[config.mk]
export PLATFORM = sky130hd
export DESIGN_NAME = branch_sequencer_flat
export DESIGN_NICKNAME = d
export VERILOG_FILES = /design/src/rtl/branch_sequencer_if.sv /design/src/rtl/branch_sequencer.sv /design/src/flat_wrapper.sv
export SDC_FILE = /design/constraint.sdc
export NUM_CORES = 1
export LEC_CHECK = 0
export ABC_AREA = 0
export ABC_CLOCK_PERIOD_IN_PS = 3400
export BUFFER_PORTS_ARGS = -buffer_cell sky130_fd_sc_hd__buf_4
export CAP_MARGIN = 0
export CORE_MARGIN = 2
export CORE_UTILIZATION = 54
export CTS_CLUSTER_SIZE = 14
export DETAILED_ROUTE_END_ITERATION = 8
export PLACE_DENSITY = 0.82
export SLEW_MARGIN = 0
export SYNTH_ARGS = -nofsm -noshare
export SYNTH_HDL_FRONTEND = slang
export SYNTH_SLANG_ARGS = --single-unit
[constraint.sdc]
create_clock -name clk -period 3.4 [get_ports clk]
set_clock_uncertainty 0.05 [all_clocks]
set_input_delay 0 -clock clk [delete_from_list [all_inputs] [get_ports clk]]
set_output_delay 0 -clock clk [all_outputs]
set_load 0.05 [all_outputs]
[src/rtl/branch_sequencer_if.sv]
// branch_sequencer_if: data-memory request/acknowledge bus between the sequencer and memory
interface branch_sequencer_if #(parameter int W = 32);
  logic req, we, ack;
  logic [W-1:0] addr, wdata, rdata;
  modport master(output req, we, addr, wdata, input ack, rdata);
  modport slave(input req, we, addr, wdata, output ack, rdata);
endinterface

[src/rtl/branch_sequencer.sv]
// branch_sequencer: multi-cycle next-PC controller for bmn/brz/bz/jmor/jalm/jspal
// Define BRANCH_OVF_EN to turn status 111 into bv; otherwise 111 falls through and flags illegal.
module branch_sequencer #(
  parameter int W = 32,
  parameter logic [W-1:0] RESET_PC = '0,
  parameter int LINK_REG = 31,
  parameter int TIMEOUT = 15
) (
  input  logic clk,
  input  logic rst_n,
  input  logic instr_valid,
  input  logic [2:0] status,
  input  logic n,
  input  logic z,
  input  logic v,
  input  logic [W-1:0] reg_s,
  input  logic [W-1:0] j_diraddr,
  input  logic [W-1:0] sp,
  branch_sequencer_if.master mem,
  output logic [W-1:0] pc,
  output logic stall,
  output logic taken,
  output logic rf_we,
  output logic [4:0] rf_waddr,
  output logic [W-1:0] rf_wdata,
  output logic mem_err,
  output logic illegal
);
`ifdef BRANCH_OVF_EN
  localparam bit OVF = 1'b1;
`else
  localparam bit OVF = 1'b0;
`endif
  localparam int CW = $clog2(TIMEOUT + 1);
  typedef enum logic [2:0] {IDLE, RD, GAP, WR, LINK} state_t;
  state_t state, nxt;
  logic [2:0] op;
  logic [W-1:0] ptr, seq, tgt, seq_in, sc_pc, npc;
  logic [CW-1:0] cnt;
  logic act, done, tout, memop, acc, ld;
  always_comb begin
    act = state == RD || state == WR;
    done = act && mem.ack;
    tout = act && !mem.ack && cnt == CW'(TIMEOUT);
    memop = (status == 3'b001 && n) || status inside {3'b100, 3'b101, 3'b110};
    acc = state == IDLE && instr_valid;
    seq_in = pc + W'(4);
    sc_pc = status == 3'b010 && z ? reg_s :
            status == 3'b011 && z ? j_diraddr :
            status == 3'b111 && OVF && v ? j_diraddr : seq_in;
    // a timeout falls back to the sequential path; otherwise the target is fresh read data or the held one
    ld = (state == RD && done && (op == 3'b001 || op == 3'b100)) || state == LINK || (state == WR && done) || tout;
    npc = tout ? seq : state == RD ? mem.rdata : tgt;
  end
  always_ff @(posedge clk or negedge rst_n)
    if (!rst_n) state <= IDLE;
    else state <= nxt;
  always_comb begin
    nxt = state;
    case (state)
      IDLE: nxt = acc && memop ? RD : IDLE;
      RD: nxt = done ? (op == 3'b110 ? GAP : op == 3'b101 ? LINK : IDLE) : tout ? IDLE : RD;
      GAP: nxt = WR;
      WR: nxt = done || tout ? IDLE : WR;
      default: nxt = IDLE;
    endcase
  end
  always_comb begin
    mem.req = act;
    mem.we = state == WR;
    mem.addr = act ? ptr : '0;
    mem.wdata = state == WR ? seq : '0;
    stall = state != IDLE || (instr_valid && memop);
    rf_we = state == LINK;
    rf_waddr = rf_we ? 5'(LINK_REG) : '0;
    rf_wdata = rf_we ? seq : '0;
  end
  always_ff @(posedge clk or negedge rst_n)
    if (!rst_n) begin
      pc <= RESET_PC;
      op <= '0;
      ptr <= '0;
      seq <= '0;
      tgt <= '0;
      cnt <= '0;
      taken <= 1'b0;
      mem_err <= 1'b0;
      illegal <= 1'b0;
    end else begin
      taken <= 1'b0;
      mem_err <= tout;
      illegal <= acc && !OVF && status == 3'b111;
      cnt <= act ? cnt + CW'(!mem.ack) : '0;
      if (acc) begin
        op <= status;
        ptr <= status == 3'b110 ? sp : reg_s;
        seq <= seq_in;
        if (!memop) begin
          pc <= sc_pc;
          taken <= sc_pc != seq_in;
        end
      end
      if (state == RD && done) tgt <= mem.rdata;
      if (ld) begin
        pc <= npc;
        taken <= npc != seq;
      end
    end
endmodule

[src/flat_wrapper.sv]
// flat-port wrapper written by rule: the top's interface ports become plain ports
module branch_sequencer_flat 
#(
  parameter int W = 32,
  parameter logic [W-1:0] RESET_PC = '0,
  parameter int LINK_REG = 31,
  parameter int TIMEOUT = 15
)
  (clk, rst_n, instr_valid, status, n, z, v, reg_s, j_diraddr, sp, pc, stall, taken, rf_we, rf_waddr, rf_wdata, mem_err, illegal, mem_req, mem_we, mem_addr, mem_wdata, mem_ack, mem_rdata);
  branch_sequencer_if #(.W(W)) mem_i ();
  input  logic clk;
  input  logic rst_n;
  input  logic instr_valid;
  input  logic [2:0] status;
  input  logic n;
  input  logic z;
  input  logic v;
  input  logic [W-1:0] reg_s;
  input  logic [W-1:0] j_diraddr;
  input  logic [W-1:0] sp;
  output logic [W-1:0] pc;
  output logic stall;
  output logic taken;
  output logic rf_we;
  output logic [4:0] rf_waddr;
  output logic [W-1:0] rf_wdata;
  output logic mem_err;
  output logic illegal;
  output wire logic [$bits(mem_i.req)-1:0] mem_req;
  output wire logic [$bits(mem_i.we)-1:0] mem_we;
  output wire logic [$bits(mem_i.addr)-1:0] mem_addr;
  output wire logic [$bits(mem_i.wdata)-1:0] mem_wdata;
  input wire logic [$bits(mem_i.ack)-1:0] mem_ack;
  input wire logic [$bits(mem_i.rdata)-1:0] mem_rdata;
  assign mem_req = mem_i.req;
  assign mem_we = mem_i.we;
  assign mem_addr = mem_i.addr;
  assign mem_wdata = mem_i.wdata;
  assign mem_i.ack = mem_ack;
  assign mem_i.rdata = mem_rdata;
  branch_sequencer #(.W(W), .RESET_PC(RESET_PC), .LINK_REG(LINK_REG), .TIMEOUT(TIMEOUT)) u_core (.clk(clk), .rst_n(rst_n), .instr_valid(instr_valid), .status(status), .n(n), .z(z), .v(v), .reg_s(reg_s), .j_diraddr(j_diraddr), .sp(sp), .mem(mem_i), .pc(pc), .stall(stall), .taken(taken), .rf_we(rf_we), .rf_waddr(rf_waddr), .rf_wdata(rf_wdata), .mem_err(mem_err), .illegal(illegal));
endmodule
Word level (Yosys, flattened, before mapping)

Index checks and enable logic that the tools add are counted.

ROM bits: 0
Bits in registers: 141
Logic and storage cells: 81
Input port bits: 138
Bits in latches: 0
Memories kept: 0
Bits in writable memories: 0
Output and inout port bits: 140

Shift-type cells: 0
Order comparisons: 0
$add $sub $neg: 2
Divide/modulo/power cells: 0
Bitwise operators: 0
Mux-type cells: 23
Multipliers: 0
Reduce and logical (&&, ||, !) cells: 27
Equality and inequality tests: 19

Operator list:

| operator                                                               | number |
|---|---|
| 32-bit two-way mux                                                     | 11 |
| 32-bit inequality test                                                 | 2 |
| 32-bit by 3-bit adder with 32-bit output (second input constant)       | 1 |
| 3-bit equality test (second input constant)                            | 8 |
| 1-bit logical AND                                                      | 13 |
| 3-bit by 2-bit equality test with 1-bit output (second input constant) | 4 |
| 3-bit case mux with 4 select lines                                     | 1 |
| 3-bit by 1-bit equality test with 1-bit output (second input constant) | 3 |
| 3-bit two-way mux                                                      | 3 |
| 1-bit logical OR                                                       | 8 |
| 3-bit nonzero test                                                     | 2 |
| 1-bit two-way mux                                                      | 5 |
| 5-bit two-way mux                                                      | 1 |
| 4-bit by 1-bit adder with 4-bit output                                 | 1 |
| 4-bit equality test (second input constant)                            | 1 |
| 4-bit two-way mux                                                      | 1 |
| 3-bit logical NOT                                                      | 1 |
| 2-bit two-way mux                                                      | 1 |
| 2-bit inequality test (second input constant)                          | 1 |
| 2-bit AND reduction                                                    | 1 |
| 2-bit nonzero test                                                     | 1 |
| 1-bit logical NOT                                                      | 1 |

Logic depth before layout (Yosys ltp)

Depth after elaboration: 10
Mapped depth: 12
Gate-level depth less buffers: 10

Worst setup path before layout

No wires, ideal clock.

Kind: register -> register
From: register u_core.pc[2]
To: register u_core.taken
Setup time: 0.137 ns
Cell stages (with the launch flop): 11
Arrival time: 3.039 ns
Path slack: 0.174 ns
Period minus slack after synthesis: 3.226 ns
Required time: 3.213 ns
Cell sequence: dfrtp_1 > ha_1 > nand3_2 > nor4_4 > and3_2 > xor3_1 > a211oi_1 > a2bb2oi_2 > nand4_1 > o41ai_2 > a32oi_1

Cells in the longest elaborated chain, start to end: 7

RTL lines:

| item                                         | RTL line                | source |
|---|---|---|
| start: declaration                           | branch_sequencer.sv:20  | `output logic [W-1:0] pc,` |
| start signal: assignment                     | branch_sequencer.sv:99  | `pc <= sc_pc;` |
| start signal: assignment                     | branch_sequencer.sv:105 | `pc <= npc;` |
| 32-bit by 3-bit adder with 32-bit output (*) | branch_sequencer.sv:47  | `seq_in = pc + W'(4);` |
| 32-bit two-way mux                           | branch_sequencer.sv:49  | `status == 3'b011 && z ? j_diraddr :` |
| 32-bit two-way mux                           | branch_sequencer.sv:48  | `sc_pc = status == 3'b010 && z ? reg_s :` |
| 32-bit inequality test (*)                   | branch_sequencer.sv:100 | `taken <= sc_pc != seq_in;` |
| 1-bit two-way mux (*)                        | branch_sequencer.sv:98  | `if (!memop) begin` |
| 1-bit two-way mux (*)                        | branch_sequencer.sv:94  | `if (acc) begin` |
| 1-bit two-way mux (*)                        | branch_sequencer.sv:104 | `if (ld) begin` |
| end signal: assignment                       | branch_sequencer.sv:100 |  |
| end signal: assignment                       | branch_sequencer.sv:106 | `taken <= npc != seq;` |
| end: declaration                             | branch_sequencer.sv:22  | `output logic taken,` |

Every way passes the cells marked *; elsewhere a longest branch is shown, timed or not.
A chain may end at the register's enable or synchronous reset.

Worst setup path in the final report

From: register u_core.pc[5]
To: register u_core.taken

Same word-level chain as after synthesis.

==> impl_metrics.json <==
{
  "status": "finished, final reports clean",
  "antenna_found_initial": 0,
  "drt_first_pass_iters": 6,
  "synth_ff_type": "dfrtp_1",
  "synth_edf_count": 0,
  "ys_top_cells_by_area": "dfrtp_1 (34%), mux2i_1 (8.2%), nand2_1 (5.4%)",
  "nets": 1704,
  "via_per_inst": 6.237,
  "required_ns": 3.65,
  "path_cells": "nand3_2 > nor4_4 > buf_4 > and4_1 > xor2_1 > o2111ai_1 > a221oi_2 > nand4_1 > o41ai_2 > a32oi_1",
  "dr_total_vias": 11289,
  "grt_util_all_layers_pct": 41.37,
  "slew_viol_final": 0,
  "drtIter0Drc": 1247,
  "synth_nets": 1331,
  "dp_cells": 1668,
  "cts_made_buffers": 17,
  "avgSynthCellArea_um2": 8.619,
  "synth_common_cells": "nand2_1 (147), dfrtp_1 (141), o21ai_0 (100)",
  "coreArea_mm2": 0.01864,
  "fin_crit_sh_pct": 94.93,
  "wirelength_um": 42050,
  "gp_congestion": 0.9995,
  "die_w_um": 141.8,
  "met2WireLength_um": 19330,
  "die_area_mm2": 0.02011,
  "r2r_end": "u_core.taken",
  "layout-drive-gt1-share_pct": 27.54,
  "hold_viol": 0,
  "drc": 0,
  "reg2reg_from": "u_core.pc[5]",
  "postCtsSetupBuffers": 0,
  "tightestPinTransition_ns": 1.144,
  "clockBufferDepth": 2,
  "die_h_um": 141.8,
  "critPathLaunchType": "flop",
  "reg2reg_slack_ns": 0.17,
  "grt.overflow.total": 0,
  "min-delay-path-class": "in -> reg",
  "synthArstFlopShare_pct": 100.0,
  "met3_length_um": 4708,
  "cpMaxStageDelayCell": "dfrtp_1",
  "cts.sinks": 141,
  "ys_seq_area_share_pct": 34.40,
  "syn_area_mm2": 0.01026,
  "yosys.cell_types.count": 79,
  "crit_type": "reg -> reg",
  "power-per-cell-area_mw_per_mm2": 820.8,
  "insertion_delay_ns": 0.44,
  "path_buf_inv": 1,
  "cpPeakStageDelay_ns": 0.55,
  "dp_hpwl_um": 28920,
  "initial_utilization_pct": 55.01,
  "n_antenna_cell": 0,
  "final_cells": 1810,
  "cap_violations": 0,
  "cp-end-kind": "flop",
  "synth_seq_cells": 141,
  "place_area_mm2": 0.01275,
  "cp_top_family": "simple AND/OR/NAND/NOR gates",
  "wire_per_inst_um": 23.23,
  "synthDominantCellAreaShare_pct": 34.40,
  "worstPathMaxFanout": 7,
  "slew_headroom_pct": 23.74,
  "power.leakage_nw": 6.893,
  "maxUsedRoutingLayer": "met4",
  "m1WireLength_um": 16300,
  "final_antenna_net_count": 0,
  "path_clk_slew_ns": 0.06,
  "endpoint": "u_core.taken",
  "grt_first_pass_wirelength_um": 63370,
  "core.rowCount": 50,
  "rsz0062_at_grt": "no",
  "grt_max_degree": 97,
  "area_delta_synth_final_pct": 41.48,
  "htreeDepth": 4,
  "grt_pass1_vias": 11063,
  "setup_viol": 0,
  "final_area_mm2": 0.01451,
  "timing.final.crit_period_ns": 3.228,
  "num_io_pins": 278,
  "ir_drop_mv": 0.4436,
  "ctsRootBufferMaster": "clkbuf_16",
  "yosysMostFrequentCell": "nand2_1",
  "multi_input_area_mm2": 0.006251,
  "crit_path_start": "u_core.pc[5]",
  "fillerInstances": 1245,
  "cp.depth": 10,
  "yosysTopAreaCell": "dfrtp_1",
  "crit_arrival_ns": 3.48,
  "fmax_mhz": 309.8,
  "cts_tree": "built",
  "worstHoldStart": "j_diraddr[4]",
  "r2r_cells": 10,
  "io_buffers": 276,
  "ys_warn_count": 0,
  "synthCells": 1190,
  "regArea_mm2": 0.003528
}
-- repair_timing --
item / 4_1_cts / 5_1_grt
setup endpoints to repair: 1 / 1
resized for setup: 1 / 2
hold buffers: 110 / 0
hold endpoints to repair: 174 / 0
-- how the worst min path moves through the flow --
stage | slack (ns) | cells after the start | end
6_report | 0.009 | 5 | u_core.pc[4]
5_1_grt | 0.05 | 4 | u_core.pc[16]
4_1_cts | 0.001 | 5 | u_core.pc[17]
3_5_place_dp | 0.10 | 1 | u_core.ptr[2]
3_3_place_gp | 0.09 | 1 | u_core.ptr[2]
2_1_floorplan | -0.35 | 0 | u_core.cnt[0]
-- layer usage --
| metal | global-route usage [%] | vias up |
|---|---|---|
| li1 | - | 5011 |
| met1 | 53.31 | 5406 |
| met3 | 8.741 | 126 |
| met5 | 0 | - |
| met4 | 17.26 | 0 |
| met2 | 67.96 | 746 |
-- worst reg2reg max path: cells and delay by family (launching register included) --
family                 cells  cell delay [ns]
AND/OR/NAND/NOR            4             1.23
AO/OA/AOI/OAI              4             0.89
buffers and inverters      1             0.21
flip-flops                 1             0.55
XOR/XNOR                   1             0.17
-- state kept, by name, summed over array words and instances, names as in the netlist, 3 cells and up --
name          cells
u_core.cnt        4
u_core.ptr       32
u_core.pc        32
u_core.op         3
u_core.state      3
u_core.tgt       32
u_core.seq       32
-- kinds of logic (layout without fill, tap and decap cells) --
kind of cell	after synthesis	after routing	share of synthesized area, %
DFF	141	141	34.40
muxes	119	119	12.04
buffers and inverters	124	510	5.209
AOI/OAI and AO/OA	283	283	17.93
adders and majority gates	3	3	0.3660
and+or+nand+nor	438	438	22.56
xor gates and xnor gates	82	82	7.490
-- layout by cell type, fill, tap and decap left out, types with 47 or more instances in the layout --
master	count
and2_1	72
nand2_1	146
xnor2_1	47
buf_4	334
mux2i_1	84
dlygate4sd3_1	110
nor2_1	69
a21oi_1	56
dfrtp_1	141
o21ai_0	100
-- metrics by stage --
step / TNS, ns / util (%) / hold slack [ns] / setup slack [ns] / total power, W
floorplan: 0 / - / -0.3456 / 0.1740 / 0.007151
global placement: 0 / 68.39 / 0.09018 / 0.08184 / 0.009273
detailed placement: -0.02455 / 68.39 / 0.1042 / -0.02455 / 0.009393
CTS: 0 / 77.77 / 0.001295 / 0.07397 / 0.01164
global route: 0 / 77.83 / 0.04553 / 0.01145 / 0.01242
finish: 0 / 77.83 / 0.009087 / 0.1724 / 0.01191
-- final cells by class --
| type | instances | area share, % |
|---|---|---|
| clock buffers | 19 | 2.984 |
| multi-input cells | 925 | 43.08 |
| repair buffers | 448 | 25.36 |
| flip-flops and latches | 141 | 24.32 |
| inverters | 30 | 0.7761 |
| clock inverters | 13 | 1.466 |
| well taps | 234 | 2.018 |
-- power by group --
group	leakage [nW]	internal [W]	switching, W
Clock	0.310	0.00131	0.000797
Sequential	1.77	0.00241	0.000885
Combinational	4.81	0.00239	0.00411
Note: power is estimated with default switching activity, not from simulation.
